`config.mk`:
```
export PLATFORM = sky130hd
export DESIGN_NAME = jstk_spi_reader
export DESIGN_NICKNAME = d
export VERILOG_FILES = /design/src/rtl/jstk_pkg.sv /design/src/rtl/jstk_spi_byte.sv /design/src/rtl/jstk_spi_reader.sv
export SDC_FILE = /design/constraint.sdc
export NUM_CORES = 1
export LEC_CHECK = 0
export CORE_MARGIN = 2
export CORE_UTILIZATION = 40
export CTS_CLUSTER_SIZE = 40
export DETAILED_ROUTE_END_ITERATION = 8
export MAX_ROUTING_LAYER = met4
export PLACE_DENSITY = 0.68
export SLEW_MARGIN = 0
export SYNTH_ARGS = -nofsm -noshare
export SYNTH_HDL_FRONTEND = slang
export SYNTH_SLANG_ARGS = --single-unit
```
`constraint.sdc`:
```
create_clock -name clk -period 1.96 [get_ports clk]
set_input_delay 0.196 -clock clk [delete_from_list [all_inputs] [get_ports clk]]
set_output_delay 0.196 -clock clk [all_outputs]
set_load 0.02 [all_outputs]
```
`src/rtl/jstk_pkg.sv`:
```
// Shared types and constants for the PmodJSTK SPI reader: frame FSM states,
// the LED command byte and the per-byte TX pattern.
package jstk_pkg;

    typedef enum logic [2:0] {
        IDLE  = 3'd0,
        LEAD  = 3'd1,
        SHIFT = 3'd2,
        GAP   = 3'd3,
        DONE  = 3'd4
    } jstk_state_e;

    localparam logic [7:0] JSTK_LED_CMD     = 8'h80;
    localparam int         JSTK_FRAME_BYTES = 5;

    // Byte 0 carries the LED command, every other byte is a dummy zero.
    function automatic logic [7:0] jstk_tx_byte(input logic [2:0] idx, input logic [1:0] led);
        logic [7:0] b;
        if (idx == 3'd0) begin
            b = JSTK_LED_CMD | {6'b000000, led};
        end else begin
            b = 8'h00;
        end
        return b;
    endfunction

endpackage

```
`src/rtl/jstk_spi_byte.sv`:
```
// One 8-bit SPI mode-0 transfer, MSB first. SCLK idles low; MOSI shifts and
// MISO is captured on the cycle SCLK is driven low.
module jstk_spi_byte
    import jstk_pkg::*;
#(
    parameter int SCLK_DIV = 100
) (
    input  logic       clk,
    input  logic       rst_n,
    input  logic       start,
    input  logic [7:0] tx_byte,
    input  logic       miso,
    output logic       sclk,
    output logic       mosi,
    output logic       done,
    output logic [7:0] rx_byte
);
    localparam int            HW        = (SCLK_DIV > 2) ? $clog2(SCLK_DIV) : 1;
    localparam logic [HW-1:0] HALF_LAST = HW'(SCLK_DIV - 1);
    localparam logic [HW-1:0] HALF_ONE  = HW'(1'b1);

    logic [HW-1:0] half_cnt_r;
    logic [2:0]    bit_cnt_r;
    logic [7:0]    tx_sh_r;
    logic [7:0]    rx_sh_r;
    logic          sclk_r;
    logic          mosi_r;
    logic          busy_r;
    logic          miso_meta_r;
    logic          miso_sync_r;
    logic          half_end_s;
    logic          fall_s;

    assign half_end_s = busy_r && (half_cnt_r == HALF_LAST);
    assign fall_s     = half_end_s && sclk_r;
    assign done       = fall_s && (bit_cnt_r == 3'd7);
    // The completed byte includes the bit being captured on the final falling edge.
    assign rx_byte    = {rx_sh_r[6:0], miso_sync_r};
    assign sclk       = sclk_r;
    assign mosi       = mosi_r;

    // Two-flop synchroniser for the asynchronous MISO pin.
    always_ff @(posedge clk or negedge rst_n) begin
        if (!rst_n) begin
            miso_meta_r <= 1'b0;
            miso_sync_r <= 1'b0;
        end else begin
            miso_meta_r <= miso;
            miso_sync_r <= miso_meta_r;
        end
    end

    // SCLK half-period timing and TX/RX shift registers.
    always_ff @(posedge clk or negedge rst_n) begin
        if (!rst_n) begin
            busy_r     <= 1'b0;
            half_cnt_r <= '0;
            bit_cnt_r  <= 3'd0;
            sclk_r     <= 1'b0;
            mosi_r     <= 1'b0;
            tx_sh_r    <= 8'h00;
            rx_sh_r    <= 8'h00;
        end else if (start && !busy_r) begin
            busy_r     <= 1'b1;
            half_cnt_r <= '0;
            bit_cnt_r  <= 3'd0;
            sclk_r     <= 1'b0;
            tx_sh_r    <= tx_byte;
            mosi_r     <= tx_byte[7];
        end else if (busy_r) begin
            if (half_end_s) begin
                half_cnt_r <= '0;
                if (!sclk_r) begin
                    sclk_r <= 1'b1;
                end else begin
                    sclk_r  <= 1'b0;
                    rx_sh_r <= {rx_sh_r[6:0], miso_sync_r};
                    if (bit_cnt_r == 3'd7) begin
                        busy_r <= 1'b0;
                        mosi_r <= 1'b0;
                    end else begin
                        bit_cnt_r <= bit_cnt_r + 3'd1;
                        tx_sh_r   <= {tx_sh_r[6:0], 1'b0};
                        mosi_r    <= tx_sh_r[6];
                    end
                end
            end else begin
                half_cnt_r <= half_cnt_r + HALF_ONE;
            end
        end
    end

endmodule

```
`src/rtl/jstk_spi_reader.sv`:
```
// PmodJSTK poller: every POLL_CYC cycles runs a 5-byte SPI frame and publishes
// the decoded X/Y/button values with a one-cycle data_valid pulse.
module jstk_spi_reader
    import jstk_pkg::*;
#(
    parameter int SCLK_DIV     = 100,
    parameter int SS_LEAD_CYC  = 1500,
    parameter int BYTE_GAP_CYC = 1000,
    parameter int POLL_CYC     = 1000000
) (
    input  logic        clk,
    input  logic        rst,
    input  logic        enable,
    input  logic [1:0]  led,
    input  logic        miso,
    output logic        ss_n,
    output logic        sclk,
    output logic        mosi,
    output logic [10:0] x_val,
    output logic [9:0]  y_val,
    output logic [2:0]  btn,
    output logic        data_valid
);
    localparam int            PW        = (POLL_CYC > 2) ? $clog2(POLL_CYC) : 1;
    localparam logic [PW-1:0] POLL_LAST = PW'(POLL_CYC - 1);
    localparam logic [PW-1:0] POLL_ONE  = PW'(1'b1);
    localparam int            CMAX      = (SS_LEAD_CYC > BYTE_GAP_CYC) ? SS_LEAD_CYC : BYTE_GAP_CYC;
    localparam int            CW        = $clog2(CMAX + 1);
    localparam logic [CW-1:0] LEAD_LAST = CW'(SS_LEAD_CYC - 1);
    localparam logic [CW-1:0] GAP_LAST  = CW'(BYTE_GAP_CYC - 1);
    localparam logic [CW-1:0] PH_ONE    = CW'(1'b1);
    localparam logic [2:0]    LAST_BYTE = 3'(JSTK_FRAME_BYTES - 1);

    jstk_state_e   state_r, state_nxt_s;
    logic [PW-1:0] poll_cnt_r;
    logic [CW-1:0] phase_cnt_r;
    logic [2:0]    byte_idx_r;
    logic [1:0]    led_r;
    logic [7:0]    x_lo_r, y_lo_r;
    logic [1:0]    x_hi_r, y_hi_r;
    logic [2:0]    btn_buf_r;
    logic          ss_n_r, data_valid_r;
    logic [10:0]   x_val_r;
    logic [9:0]    y_val_r;
    logic [2:0]    btn_r;
    logic          poll_wrap_s, start_s, byte_done_s, frame_go_s;
    logic [7:0]    rx_byte_s;

    assign poll_wrap_s = (poll_cnt_r == POLL_LAST);
    assign frame_go_s  = (state_r == IDLE) && (state_nxt_s == LEAD);

    jstk_spi_byte #(.SCLK_DIV(SCLK_DIV)) u_byte (
        .clk     (clk),
        .rst_n   (rst),
        .start   (start_s),
        .tx_byte (jstk_tx_byte(byte_idx_r, led_r)),
        .miso    (miso),
        .sclk    (sclk),
        .mosi    (mosi),
        .done    (byte_done_s),
        .rx_byte (rx_byte_s)
    );

    // Frame state register.
    always_ff @(posedge clk or negedge rst) begin
        if (!rst) begin
            state_r <= IDLE;
        end else begin
            state_r <= state_nxt_s;
        end
    end

    // Frame sequencing: a timer wrap outside IDLE is simply dropped.
    always_comb begin
        state_nxt_s = state_r;
        start_s     = 1'b0;
        case (state_r)
            IDLE: begin
                if (poll_wrap_s && enable) state_nxt_s = LEAD;
                else                       state_nxt_s = IDLE;
            end
            LEAD: begin
                if (phase_cnt_r == LEAD_LAST) begin
                    state_nxt_s = SHIFT;
                    start_s     = 1'b1;
                end else begin
                    state_nxt_s = LEAD;
                end
            end
            SHIFT: begin
                if (byte_done_s) state_nxt_s = (byte_idx_r == LAST_BYTE) ? DONE : GAP;
                else             state_nxt_s = SHIFT;
            end
            GAP: begin
                if (phase_cnt_r == GAP_LAST) begin
                    state_nxt_s = SHIFT;
                    start_s     = 1'b1;
                end else begin
                    state_nxt_s = GAP;
                end
            end
            DONE:    state_nxt_s = IDLE;
            default: state_nxt_s = IDLE;
        endcase
    end

    // Free-running poll timer, per-state phase counter, byte index and LED sample.
    always_ff @(posedge clk or negedge rst) begin
        if (!rst) begin
            poll_cnt_r  <= '0;
            phase_cnt_r <= '0;
            byte_idx_r  <= 3'd0;
            led_r       <= 2'b00;
        end else begin
            poll_cnt_r  <= poll_wrap_s ? '0 : poll_cnt_r + POLL_ONE;
            phase_cnt_r <= (state_nxt_s != state_r) ? '0 : phase_cnt_r + PH_ONE;
            if (frame_go_s) begin
                byte_idx_r <= 3'd0;
                led_r      <= led;
            end else if (byte_done_s) begin
                byte_idx_r <= byte_idx_r + 3'd1;
            end
        end
    end

    // Keep only the meaningful bits of each received byte.
    always_ff @(posedge clk or negedge rst) begin
        if (!rst) begin
            x_lo_r    <= 8'h00;
            x_hi_r    <= 2'b00;
            y_lo_r    <= 8'h00;
            y_hi_r    <= 2'b00;
            btn_buf_r <= 3'b000;
        end else if (byte_done_s) begin
            case (byte_idx_r)
                3'd0:    x_lo_r    <= rx_byte_s;
                3'd1:    x_hi_r    <= rx_byte_s[1:0];
                3'd2:    y_lo_r    <= rx_byte_s;
                3'd3:    y_hi_r    <= rx_byte_s[1:0];
                3'd4:    btn_buf_r <= rx_byte_s[2:0];
                default: btn_buf_r <= btn_buf_r;
            endcase
        end
    end

    // Chip select and atomic publication of the decoded frame.
    always_ff @(posedge clk or negedge rst) begin
        if (!rst) begin
            ss_n_r       <= 1'b1;
            x_val_r      <= 11'h000;
            y_val_r      <= 10'h000;
            btn_r        <= 3'b000;
            data_valid_r <= 1'b0;
        end else begin
            data_valid_r <= (state_r == DONE);
            if (frame_go_s) begin
                ss_n_r <= 1'b0;
            end else if (state_r == DONE) begin
                ss_n_r  <= 1'b1;
                x_val_r <= {1'b0, x_hi_r, x_lo_r};
                y_val_r <= {y_hi_r, y_lo_r};
                btn_r   <= btn_buf_r;
            end
        end
    end

    assign ss_n       = ss_n_r;
    assign x_val      = x_val_r;
    assign y_val      = y_val_r;
    assign btn        = btn_r;
    assign data_valid = data_valid_r;

endmodule

```
==> results of run 1 <==
-- placed cells by master (no fill, tap or decap), types with 8 or more instances in the layout --
cell | Yosys | routed
mux2_2 | 53 | 53
clkbuf_16 | 0 | 17
nor4_2 | 11 | 12
inv_1 | 9 | 8
mux2i_1 | 8 | 8
ha_1 | 10 | 10
nand2_1 | 26 | 25
buf_4 | 1 | 26
xor2_1 | 11 | 11
nor2_1 | 29 | 28
clkdlybuf4s50_1 | 0 | 31
nand3_1 | 20 | 20
xnor2_1 | 16 | 16
dfrtp_1 | 115 | 115
-- worst reg2reg max path, stage by stage, from the launching register on --
cell	delay [ps]
dfrtp_1	360
ha_1	200
nand4bb_1	120
nor3_2	370
o21bai_1	180
and2_1	240
mux2_2	270
-- path summary, 6_finish.rpt --
kind	endpoint	slack, ps	cells past startpoint
setup / recovery	u_byte.half_cnt_r[0]$_DFFE_PN0P_	110	6
hold / removal	u_byte.miso_meta_r$_DFF_PN0_	240	1
setup reg to reg	u_byte.half_cnt_r[0]$_DFFE_PN0P_	110	6
hold reg to reg	u_byte.miso_sync_r$_DFF_PN0_	350	0
max in group asynchronous	y_lo_r[7]$_DFFE_PN0P_	1010	3
min in group asynchronous	phase_cnt_r[5]$_DFF_PN0_	330	2
-- sequential cells by signal, summed over array words and instances (netlist names), 3 cells and up --
signal / cells
btn: 3
btn_buf_r: 3
byte_idx_r: 3
phase_cnt_r: 11
poll_cnt_r: 20
state_r: 3
u_byte.bit_cnt_r: 3
u_byte.half_cnt_r: 7
u_byte.rx_sh_r: 7
u_byte.tx_sh_r: 7
x_lo_r: 8
x_val: 10
y_lo_r: 8
y_val: 10
-- cell type report --
class                      instances  area, um2  area share (%)
clock buffer                      20      456.7           6.927
sequential                       116       2904           44.05
timing repair buffer              61      575.6           8.730
clock inverter                    12      178.9           2.714
multi-input combinational        273       2225           33.74
inverter                          10      37.54          0.5694
tap                              172      215.2           3.264
-- routing by layer --
metal / wire, um / vias up
met3: 284 / 10
met4: 110 / 0
met5: 0 / -
met1: 4657 / 1689
li1: - / 1607
met2: 4817 / 37
-- cells by family after synthesis --
family	count (synthesis)	share of synthesized area (%)
AO/OA/AOI/OAI	32	4.274
XOR/XNOR	27	4.538
adder cells (fa/ha/maj)	10	2.401
buffers and inverters	22	2.329
flip-flops	116	55.73
multiplexers	64	13.64
other	1	0.07196
AND/OR/NAND/NOR	138	17.02
-- stage by stage --
| step | std cells | setup slack, ps | util, % | power, W | instance area (um2) |
|---|---|---|---|---|---|
| after floorplan | 410 | 130.6 | - | 0.002446 | 5211 |
| after global placement | 630 | 71.10 | 46.68 | 0.002512 | 5914 |
| after detailed placement | 630 | 13.64 | 46.68 | 0.002514 | 5914 |
| after CTS | 663 | 9.666 | 51.77 | 0.005801 | 6560 |
| after global routing | 664 | -14.53 | 52.03 | 0.005927 | 6593 |
| final | 664 | 107.0 | 52.03 | 0.005729 | 6593 |
-- power groups by stage --
stage	clock network [W]	registers (W)	logic, W
after floorplan	0	0.00244	0.00000334
after global placement	0	0.00244	0.0000695
after detailed placement	0	0.00244	0.0000712
after CTS	0.00333	0.00240	0.0000732
after global routing	0.00345	0.00240	0.0000814
final	0.00326	0.00240	0.0000680
-- timing repair --
action,4_1_cts,5_1_grt
hold buffers,1,0
endpoints found under the hold margin,36,0
buffers inserted,0,0
gates resized for setup,0,6
setup endpoints to repair,0,23
==> impl_metrics.env, run 1 <==
export IMPL_pin_count=34
export IMPL_netlist_area_leader_share_pct=55.22
export IMPL_drive_above_1_share_pct=30.49
export IMPL_yosys_top_cells_count="115 x dfrtp_1, 53 x mux2_2, 29 x nor2_1"
export IMPL_fin_crit_sh_pct=94.54
export IMPL_path_delay_family="simple AND/OR/NAND/NOR gates"
export IMPL_status="complete, no violations"
export IMPL_drc=0
export IMPL_worst_path_max_fanout=5
export IMPL_met2_usage_pct=24.53
export IMPL_ys_seq_elements=116
export IMPL_syn2layout_area_growth_pct=26.51
export IMPL_grt_pass1_vias=3484
export IMPL_cts_buffers=17
export IMPL_busiest_layer="met2"
export IMPL_clockBufferDepth=2
export IMPL_die_h_um=118.1
export IMPL_n_antenna_cell=0
export IMPL_power_density_nw_per_um2=869.0
export IMPL_synth_largest_area_cell="dfrtp_1"
export IMPL_synth_nets=426
export IMPL_dr_pass1_iters=4
export IMPL_synthTopCellsByArea="dfrtp_1 55%, mux2_2 11%, xnor2_1 2.7%, nor4_2 2.6%, ha_1 2.4%"
export IMPL_synth_cell_types=59
export IMPL_gp_congestion=0.8182
export IMPL_crit_buf_inv=0
export IMPL_start_util_pct=41.13
export IMPL_maxSlewViolCount=0
export IMPL_met1_usage_pct=20.52
export IMPL_min_from="miso"
export IMPL_p_leak_nw=3.142
export IMPL_drt_initial_drc_count=205
export IMPL_hold_class="primary input to register"
export IMPL_cts_tree="built"
export IMPL_routed_via_count=3343
export IMPL_ir_drop_v=0.0007410
export IMPL_p_clk_share_pct=56.9
export IMPL_crit_chain="ha_1, nand4bb_1, nor3_2, o21bai_1, and2_1, mux2_2"
export IMPL_clkTransAtPathRegs_ps=50
export IMPL_worst_pin_slew_ps=554.8
export IMPL_die_w_um=118.1
export IMPL_p_comb_share_pct=1.2
export IMPL_crit_start="phase_cnt_r[1]$_DFF_PN0_"
export IMPL_p_int_w=0.004607
export IMPL_overflow=0
export IMPL_max_slew_margin_pct=63.01
export IMPL_arrival_ps=2150
export IMPL_fin_nets=495
export IMPL_synth_most_common_cell="dfrtp_1"
export IMPL_async_flop_share_pct=100.0
export IMPL_track_usage_pct=16.16
export IMPL_setup_tns_ps=0
export IMPL_post_dp_hpwl_um=6641
export IMPL_drv_cap=0
export IMPL_dieArea_um2=13960
export IMPL_antenna_found_initial=0
export IMPL_grt_pass1_wl_um=17330
export IMPL_regToRegStartpoint="phase_cnt_r[1]$_DFF_PN0_"
export IMPL_syn_inst=410
export IMPL_min_period_ps=1853
export IMPL_row_count=41
export IMPL_p_seq_share_pct=41.9
export IMPL_clock_skew_ps=8.072
export IMPL_fill_cells=1107
export IMPL_yosysSeqAreaShare_pct=55.73
export IMPL_port_buffers=32
export IMPL_swShare_pct=19.58
export IMPL_crit_path_max_incr_delay_ps=370
export IMPL_wl_per_cell_um=14.86
export IMPL_root_buffer="clkbuf_16"
export IMPL_path_class="register to register"
export IMPL_grt_use_met3_pct=5.309
export IMPL_setup_worst_path_end_class="register"
export IMPL_cts_htree_levels=4
export IMPL_cpMaxStageDelayCell="nor3_2"
export IMPL_syn_area_um2=5211
export IMPL_fmax_ghz=0.5397
export IMPL_grt_max_degree=45
export IMPL_final_hold_viol_count=0
export IMPL_clkSinkCount=116
export IMPL_crit_path_start_kind="register"
export IMPL_hold_slack_ps=236.9
export IMPL_cp_required_ps=2250
export IMPL_avgSynthCellArea_um2=12.71
export IMPL_clk_insertion_delay_late_ps=410
export IMPL_p_switching_w=0.001122
export IMPL_synth_edf_count=0
export IMPL_synth_flop_cell="dfrtp_1"
export IMPL_yosys_warnings=0
export IMPL_finalSetupViolCount=0
export IMPL_ant_nets=0
export IMPL_coreArea_um2=12670
export IMPL_routed_wl_um=9869
export IMPL_vias_per_cell=5.035
(Power assumes the default switching activity.)
==> run 2: changes to the inputs <==
--- a/config.mk
+++ b/config.mk
@@ -9,6 +9,7 @@
 export CORE_UTILIZATION = 40
 export CTS_CLUSTER_SIZE = 40
 export DETAILED_ROUTE_END_ITERATION = 8
+export HOLD_SLACK_MARGIN = 0.02
 export MAX_ROUTING_LAYER = met4
 export PLACE_DENSITY = 0.68
 export SLEW_MARGIN = 0
==> results of run 2 <==
No change in the layout: final DEF, timing and power equal those of run 1.
